## src/rtl/regfile_ctx.sv

```systemverilog
// regfile_ctx: parametrised register file with index register IX (reg NREG-1),
// two combinational read ports, a constant generator, single-cycle swap,
// IX increment/decrement and a shadow context bank copied one register per
// cycle by a save/restore sequencer.
// Optional build macro REGFILE_CTX_DIRECT_OUT_EN adds the ALLREGS debug port.
module regfile_ctx #(
  parameter int WIDTH = 8,
  parameter int NREG  = 4,
  localparam int AW   = $clog2(NREG)
) (
  input  logic             CLK,
  input  logic             RESET,
  input  logic [WIDTH-1:0] IN,
  input  logic             WE,
  input  logic [AW-1:0]    WA,
  input  logic [AW-1:0]    RAA,
  input  logic [AW-1:0]    RAB,
  input  logic             CSEL,
  input  logic             SWAP,
  input  logic             IXINC,
  input  logic             IXDEC,
  input  logic             SAVE,
  input  logic             RESTORE,
  output logic [WIDTH-1:0] OUTA,
  output logic [WIDTH-1:0] OUTB,
  output logic [WIDTH-1:0] OUTC,
  output logic             BUSY,
  output logic             DONE
`ifdef REGFILE_CTX_DIRECT_OUT_EN
  ,
  output logic [WIDTH*NREG-1:0] ALLREGS
`endif
);

  localparam int            IX       = NREG - 1;
  localparam logic [AW-1:0] CNT_LAST = AW'(NREG - 1);
  localparam logic [AW-1:0] CNT_ONE  = AW'(32'd1);
  localparam logic [WIDTH-1:0] IX_ONE = WIDTH'(32'd1);

  typedef enum logic [1:0] {
    ST_IDLE      = 2'd0,
    ST_SAVING    = 2'd1,
    ST_RESTORING = 2'd2
  } state_t;

  state_t           state_r, state_nxt_s;
  logic [AW-1:0]    cnt_r, cnt_nxt_s;
  logic             done_r, done_nxt_s;
  logic [WIDTH-1:0] regs_r   [NREG];
  logic [WIDTH-1:0] regs_nxt_s [NREG];
  logic [WIDTH-1:0] shadow_r [NREG];
  logic [WIDTH-1:0] shadow_nxt_s [NREG];

  // Next-state and next register contents; IDLE requests are strictly prioritised,
  // so only one action ever takes effect per edge.
  always_comb begin
    state_nxt_s  = state_r;
    cnt_nxt_s    = cnt_r;
    done_nxt_s   = 1'b0;
    regs_nxt_s   = regs_r;
    shadow_nxt_s = shadow_r;
    case (state_r)
      ST_IDLE: begin
        if (SAVE) begin
          state_nxt_s = ST_SAVING;
          cnt_nxt_s   = {AW{1'b0}};
        end else if (RESTORE) begin
          state_nxt_s = ST_RESTORING;
          cnt_nxt_s   = {AW{1'b0}};
        end else if (SWAP) begin
          regs_nxt_s[RAA] = regs_r[RAB];
          regs_nxt_s[RAB] = regs_r[RAA];
        end else if (WE) begin
          regs_nxt_s[WA] = IN;
        end else if (IXINC && !IXDEC) begin
          regs_nxt_s[IX] = regs_r[IX] + IX_ONE;
        end else if (IXDEC && !IXINC) begin
          regs_nxt_s[IX] = regs_r[IX] - IX_ONE;
        end else begin
          regs_nxt_s = regs_r;
        end
      end
      ST_SAVING, ST_RESTORING: begin
        if (state_r == ST_SAVING) begin
          shadow_nxt_s[cnt_r] = regs_r[cnt_r];
        end else begin
          regs_nxt_s[cnt_r] = shadow_r[cnt_r];
        end
        if (cnt_r == CNT_LAST) begin
          state_nxt_s = ST_IDLE;
          done_nxt_s  = 1'b1;
        end else begin
          cnt_nxt_s = cnt_r + CNT_ONE;
        end
      end
      default: begin
        state_nxt_s = ST_IDLE;
        cnt_nxt_s   = {AW{1'b0}};
      end
    endcase
  end

  // State, counter, DONE pulse and both register banks; reset aborts any sequence.
  always_ff @(posedge CLK or posedge RESET) begin
    if (RESET) begin
      state_r <= ST_IDLE;
      cnt_r   <= {AW{1'b0}};
      done_r  <= 1'b0;
      for (int i = 0; i < NREG; i++) begin
        regs_r[i]   <= {WIDTH{1'b0}};
        shadow_r[i] <= {WIDTH{1'b0}};
      end
    end else begin
      state_r  <= state_nxt_s;
      cnt_r    <= cnt_nxt_s;
      done_r   <= done_nxt_s;
      regs_r   <= regs_nxt_s;
      shadow_r <= shadow_nxt_s;
    end
  end

  // Read ports and constant generator stay live in every state.
  always_comb begin
    OUTA = regs_r[RAA];
    OUTB = regs_r[RAB];
    OUTC = {WIDTH{CSEL}};
    BUSY = (state_r != ST_IDLE);
    DONE = done_r;
  end

`ifdef REGFILE_CTX_DIRECT_OUT_EN
  // Flattened view of the live bank for debug display.
  always_comb begin
    ALLREGS = {(WIDTH*NREG){1'b0}};
    for (int i = 0; i < NREG; i++) begin
      ALLREGS[i*WIDTH +: WIDTH] = regs_r[i];
    end
  end
`endif

endmodule

```

## config.mk

```make
export PLATFORM = sky130hd
export DESIGN_NAME = regfile_ctx
export DESIGN_NICKNAME = d
export VERILOG_FILES = /design/src/rtl/regfile_ctx.sv
export SDC_FILE = /design/constraint.sdc
export NUM_CORES = 1
export LEC_CHECK = 0
export CORE_UTILIZATION = 50
export DETAILED_ROUTE_END_ITERATION = 8
export PLACE_DENSITY = 0.75
export RECOVER_POWER = 50
export SLEW_MARGIN = 20
export SYNTH_ARGS = -nofsm -noshare
export SYNTH_HDL_FRONTEND = slang
export SYNTH_SLANG_ARGS = --single-unit
```

## constraint.sdc

```tcl
create_clock -name CLK -period 6.7 [get_ports CLK]
set_input_delay 0.67 -clock CLK [delete_from_list [all_inputs] [get_ports CLK]]
set_output_delay 0.67 -clock CLK [all_outputs]
set_load 0.1 [all_outputs]
```

Word-level counts from Yosys, hierarchy flattened

Index checks and enable logic that the tools add are counted.

$add $sub $neg: 3
Multipliers: 0
Div/mod/pow operators: 0
Order comparisons: 8
Equality and inequality tests: 11
Shift operators: 0
Mux-type cells: 43
Bitwise operators: 4
Reduce and logical (&&, ||, !) cells: 17

Operator list:

| operator                                                    | count |
|---|---|
| bitwise mux 32 bit                                          | 5 |
| two-way mux 32 bit                                          | 5 |
| two-way mux 8 bit                                           | 14 |
| binary-select mux 8 bit (select 2 bit)                      | 4 |
| demux 8 bit (select 2 bit)                                  | 4 |
| case mux 32 bit (2 select lines)                            | 1 |
| greater-or-equal comparator 3 bit (second input constant)   | 4 |
| less-than comparator 3 x 1 -> 1 bit (second input constant) | 4 |
| two-way mux 2 bit                                           | 6 |
| inverter 2 -> 3 bit                                         | 4 |
| inequality test 2 bit (second input constant)               | 5 |
| AND reduction 5 bit                                         | 2 |
| adder 8 x 1 -> 8 bit (second input constant)                | 1 |
| case mux 2 bit (2 select lines)                             | 2 |
| subtractor 8 x 1 -> 8 bit (second input constant)           | 1 |
| logical AND 1 bit                                           | 6 |
| inequality test 3 bit (second input constant)               | 2 |
| AND reduction 2 bit                                         | 3 |
| inequality test 5 bit (second input constant)               | 1 |
| == test 2 bit (second input constant)                       | 2 |
| nonzero test 2 bit                                          | 2 |
| adder 2 x 1 -> 2 bit (second input constant)                | 1 |
| == test 2 x 1 -> 1 bit (second input constant)              | 1 |
| zero test 1 bit                                             | 2 |
| other kinds (3)                                             | 4 |

Flip-flop bits (word level): 69
Bits in latches: 0
Bits in writable memories: 0
Bits in read-only memories: 0
Bits of input ports: 23
Output and inout bits: 26
Memories kept: 0

Longest topological paths before layout

Word-level depth: 11
Depth in mapped cells: 11
Gate-level depth less buffers: 10

Worst setup path before layout

Ideal clock, no wire load.

Kind: input-to-reg
From: in RAB[1]
To: reg regs_r[7] (netlist name)
Setup time: 0.077 ns
Arrival time: 3.452 ns
Required time: 6.623 ns
Setup slack: 3.171 ns
Stages: 8
Path buffers: 2
Cell sequence: buf_4 buf_2 mux2i_1 mux2i_1 a22oi_1 a21oi_1 o21ai_0 a21oi_1

Cells in the longest elaborated chain, start to end: 10
Elaborated cells between the ends (all ways): 15

Ends and longest elaborated chain:

| element                                | line | source |
|---|---|---|
| start: declaration                     | 17   | `input logic [AW-1:0] RAB,` |
| inverter 2 -> 3 bit                    | n/a  |  |
| binary-select mux 8 bit (select 2 bit) | n/a  |  |
| two-way mux 8 bit (2 in series)        | n/a  |  |
| named net OUTB[7]                      | 25   | `output logic [WIDTH-1:0] OUTB,` |
| bitwise mux 32 bit                     | 71   | `regs_nxt_s[RAA] = regs_r[RAB];` |
| bitwise mux 32 bit                     | 72   | `regs_nxt_s[RAB] = regs_r[RAA];` |
| two-way mux 32 bit                     | 70   | `end else if (SWAP) begin` |
| two-way mux 32 bit                     | 67   | `end else if (RESTORE) begin` |
| two-way mux 32 bit                     | 64   | `if (SAVE) begin` |
| case mux 32 bit (2 select lines)       | 62   | `case (state_r)` |
| end signal: indexed assignment         | 110  | `regs_r[i] <= {WIDTH{1'b0}};` |
| end signal: assignment                 | 117  | `regs_r <= regs_nxt_s;` |
| end: declaration                       | 49   | `logic [WIDTH-1:0] regs_r [NREG];` |

The timed path passes the listed nets, and every way through them passes these cells. The select of a mux whose other input is x is not followed.
A chain may end at the register's enable or synchronous reset.

Final worst setup path

From: in RAB[1]
To: out OUTB[1]

Cells in the longest elaborated chain, start to end: 4

Ends and longest elaborated chain:

| element                                               | line | source |
|---|---|---|
| inverter 2 -> 3 bit (implied by the code)             | 125  | `OUTB = regs_r[RAB];` |
| binary-select mux 8 bit (select 2 bit)                | 125  |  |
| two-way mux 8 bit (implied by the code) (2 in series) | 125  |  |
| end: declaration                                      | 25   |  |

Every way passes these cells. The select of a mux whose other input is x is not followed.

==> tab_implementation.tex <==
\begin{tabular}{lr}
\hline
Metric & Value \\
\hline
\multicolumn{2}{l}{\textbf{Status}} \\
Result of the run & finished, violations left \\
Failing checks & max-capacitance violations, max-slew violations \\
\multicolumn{2}{l}{\textbf{Finish}} \\
Number of nets in the layout & 548 \\
Top library cells by usage in the layout, fill and taps aside & sky130\_fd\_sc\_hd\_\_dfrtp\_1 (69), sky130\_fd\_sc\_hd\_\_nand2\_1 (41), sky130\_fd\_sc\_hd\_\_clkdlybuf4s50\_1 (37) \\
Signed area change from the synthesized netlist to the final layout & 11.0\% \\
Leading cell type in the layout, fill and taps excluded & sky130\_fd\_sc\_hd\_\_dfrtp\_1 \\
Fraction of final layout cells with drive strength greater than 1 & 0.171 \\
Inserted Diodes & 0 \\
Final non-filler cell total & 648 \\
\multicolumn{2}{l}{\textbf{Worst setup path}} \\
CP Capture Type & output pin \\
Worst-path fanout max & 22 \\
Signal arrival time at the worst endpoint & 3840 ps \\
Critical path, cell by cell & clkdlybuf4s50\_1 -> buf\_4 -> mux2i\_1 -> mux2i\_1 -> clkdlybuf4s50\_1 \\
Reg2Reg Setup Slack & 3790 ps \\
Critical path required time & 6030 ps \\
Largest stage delay on the critical path & 1200 ps \\
Startpoint class of the critical path & input port \\
Critical path start-end classification & input port to output pin \\
Cell with the biggest individual delay on the critical path & sky130\_fd\_sc\_hd\_\_clkdlybuf4s50\_1 \\
\multicolumn{2}{l}{\textbf{Power and ir drop}} \\
Net Switching & 0.00145 W \\
Sw Ratio & 0.516 \\
Clock share of power & 0.125 \\
Combinational Power Share & 0.611 \\
Seq pwr share & 0.264 \\
Internal power & 0.00136 W \\
Worst vdd ir & 0.231 mV \\
Leak & 2.32 nW \\
Power Dens Cells & 500 mW/mm² \\
\multicolumn{2}{l}{\textbf{CTS}} \\
Sinks on Clock Net & 69 \\
Clock slew seen by the registers of the worst setup and hold paths & 70 ps \\
Number of buffers created by CTS & 9 \\
Root buffer cell & sky130\_fd\_sc\_hd\_\_clkbuf\_8 \\
TritonCTS clock tree & yes \\
Number of buffers inserted to repair setup after CTS & 0 \\
Clock latency on the worst-skew pair & 350 ps \\
Post\_cts resized & 0 \\
Maximum clock path buffer count & 2 \\
Maximum level of the CTS H-tree & 3 \\
Post-CTS Hold Fix Bufs & 0 \\
\multicolumn{2}{l}{\textbf{Job}} \\
Reported max-cap violation count & 1 \\
\multicolumn{2}{l}{\textbf{Logic synthesis}} \\
Yosys reg bits & 69 \\
Ys Warns & 0 \\
Instance count of the mapped netlist & 494 \\
Post-Syn Area & 0.00507 mm² \\
Sequential cell area fraction in the yosys report & 0.341 \\
Mean cell area of the mapped netlist & 10.3 µm² \\
Fraction of registers with async set/reset & 1.00 \\
Number of distinct library cells after synthesis & 51 \\
Most used flip-flop cell after synthesis & sky130\_fd\_sc\_hd\_\_dfrtp\_1 \\
Mapped Nets & 532 \\
EDFF count, synth & 0 \\
\multicolumn{2}{l}{\textbf{Floorplan}} \\
Die Area & 0.0105 mm² \\
Vertical extent of the die & 103 µm \\
Initial Utilization & 0.516 \\
IO Pins & 49 \\
Core ar. & 0.00982 mm² \\
Die X & 103 µm \\
Number of placement rows & 36 \\
\multicolumn{2}{l}{\textbf{STA}} \\
Post-route minimum period & 4510 ps \\
Ratio of final minimum period to clock period & 0.673 \\
Highest achievable clock rate & 0.222 GHz \\
RSZ-0062 raised after global routing & false \\
Worst Max-Slew Pin Slew & 3750 ps \\
Setup TNS & 0 ps \\
Slew Limit Fails & 70 \\
Final setup violation count & 0 \\
Relative max-transition margin & -1.50 \\
Layout Skew & 18.3 ps \\
Final count of hold timing violations & 0 \\
\multicolumn{2}{l}{\textbf{GRT}} \\
GRT Residual Overflow & 0 \\
Largest net degree at the start of global routing & 70 \\
Number of antenna violations at the first check in global routing & 0 \\
Number of global-route vias before repair & 4194 \\
GRT Overall Usage & 0.299 \\
First-pass GRT wire length & 23200 µm \\
\multicolumn{2}{l}{\textbf{Placed design}} \\
Post-detailed-placement half-perimeter wirelength & 10600 µm \\
Count of input and output buffers & 39 \\
Routability congestion estimate from global placement & 0.961 \\
Instance count after placement with tap cells included & 632 \\
\multicolumn{2}{l}{\textbf{Routing}} \\
Antenna-violating nets left & 0 \\
DR vias/cell & 6.67 \\
Final WL & 14800 µm \\
Routed via count & 4325 \\
Routed wire length per instance & 22.9 µm \\
Drt first pass iters & 7 \\
DRC Markers & 0 \\
DR iter-0 viols & 492 \\
\multicolumn{2}{l}{\textbf{Min path}} \\
Path class of the lowest-slack min-delay path & flip-flop to flip-flop \\
\hline
\end{tabular}
## worst max-delay path, delay by kind of cell
| family | cells | cell delay, ps |
|---|---|---|
| buffers and inverters | 3 | 2760 |
| muxes | 2 | 400 |
## registers in the layout, summed over array words and instances (netlist names)
signal	cells
regs_r	32
cnt_r	2
DONE	1
shadow_r	32
state_r	2
## synthesized netlist by cell type, types with 2 or more instances
cell | n | share of area
sky130_fd_sc_hd__o2111ai_1 | 2 | 0.0035
sky130_fd_sc_hd__a32o_1 | 3 | 0.0059
sky130_fd_sc_hd__a22o_1 | 23 | 0.040
sky130_fd_sc_hd__buf_2 | 13 | 0.013
sky130_fd_sc_hd__nand2_1 | 41 | 0.030
sky130_fd_sc_hd__mux2_2 | 34 | 0.076
sky130_fd_sc_hd__a221oi_1 | 2 | 0.0035
sky130_fd_sc_hd__o211ai_1 | 9 | 0.013
sky130_fd_sc_hd__buf_6 | 3 | 0.0067
sky130_fd_sc_hd__a31oi_1 | 6 | 0.0074
sky130_fd_sc_hd__clkbuf_1 | 9 | 0.0067
sky130_fd_sc_hd__a21oi_1 | 31 | 0.031
sky130_fd_sc_hd__xor2_1 | 3 | 0.0052
sky130_fd_sc_hd__nor2_2 | 2 | 0.0025
sky130_fd_sc_hd__nor2_1 | 34 | 0.025
sky130_fd_sc_hd__dfrtp_1 | 69 | 0.34
sky130_fd_sc_hd__o21ai_1 | 4 | 0.0039
sky130_fd_sc_hd__a32oi_1 | 3 | 0.0052
sky130_fd_sc_hd__mux4_2 | 24 | 0.11
sky130_fd_sc_hd__nor3_1 | 3 | 0.0030
sky130_fd_sc_hd__a222oi_1 | 19 | 0.038
sky130_fd_sc_hd__and2_1 | 14 | 0.017
sky130_fd_sc_hd__a22oi_1 | 6 | 0.0089
sky130_fd_sc_hd__mux2i_1 | 21 | 0.041
sky130_fd_sc_hd__o21ai_0 | 29 | 0.029
sky130_fd_sc_hd__inv_1 | 10 | 0.0074
sky130_fd_sc_hd__buf_1 | 6 | 0.0044
sky130_fd_sc_hd__ha_1 | 14 | 0.035
sky130_fd_sc_hd__nand2b_1 | 5 | 0.0062
sky130_fd_sc_hd__nor2b_1 | 10 | 0.012
sky130_fd_sc_hd__a211oi_1 | 7 | 0.010
sky130_fd_sc_hd__a221o_1 | 3 | 0.0059
sky130_fd_sc_hd__a21o_1 | 5 | 0.0074
sky130_fd_sc_hd__buf_4 | 10 | 0.015
## cell type report
| type | count | area, µm² |
|---|---|---|
| timing repair buffer | 47 | 442 |
| fill | 903 | 4190 |
| clock buffer | 9 | 124 |
| inverter | 10 | 37.5 |
| clock inverter | 7 | 72.6 |
| sequential | 69 | 1730 |
| tap | 133 | 166 |
| multi-input combinational | 373 | 3060 |
## final timing paths
check                        startpoint            to  depth (start not counted)
setup / recovery                 RAB[1]       OUTB[1]                          5
setup reg to reg               cnt_r[1]     regs_r[5]                          5
hold / removal             shadow_r[11]  shadow_r[11]                          1
max in group asynchronous         RESET      cnt_r[0]                          3
min in group asynchronous         RESET  shadow_r[31]                          3
hold reg to reg            shadow_r[11]  shadow_r[11]                          1
## cell families (layout without fill, tap and decap cells)
family / count (synthesis) / count (layout) / share of synthesized area
compound gates: 160 / 160 / 0.228
flops: 69 / 69 / 0.341
simple gates: 115 / 115 / 0.106
xor+xnor: 4 / 4 / 0.00691
mux: 79 / 79 / 0.224
buf+inv: 52 / 73 / 0.0558
fa+ha+maj: 15 / 15 / 0.0385
## per-layer routing
layer  global-route usage  wire length [µm]  vias to the layer above  part of all wire
met2                0.457              6750                      222              0.46
met4                0.144               560                        0             0.038
li1                     -                 -                     1931                 -
met1                0.420              6380                     2123              0.43
met3               0.0414              1130                       49             0.076
met5                    0                 0                        -                 0
## power by group through the flow
| stage | sequential, W | clock, W | combinational (W) |
|---|---|---|---|
| 2_1_floorplan | 0.000682 | 0 | 0.00137 |
| 3_3_place_gp | 0.000734 | 0 | 0.00167 |
| 3_5_place_dp | 0.000746 | 0 | 0.00170 |
| 4_1_cts | 0.000736 | 0.000353 | 0.00171 |
| 5_1_grt | 0.000763 | 0.000371 | 0.00184 |
| 6_report | 0.000743 | 0.000351 | 0.00172 |
## stage by stage
step / instance area (µm²) / hold WS (ps) / setup WS (ps) / power, W / utilization
after floorplan: 5070 / 474 / 3170 / 0.00205 / -
after global placement: 5440 / 482 / 2280 / 0.00241 / 0.554
after detailed placement: 5440 / 490 / 2220 / 0.00244 / 0.554
after CTS: 5640 / 508 / 2230 / 0.00280 / 0.574
after global routing: 5630 / 520 / 1660 / 0.00298 / 0.573
final: 5630 / 506 / 2190 / 0.00282 / 0.573
No activity file was read; power rests on OpenSTA's default activity.
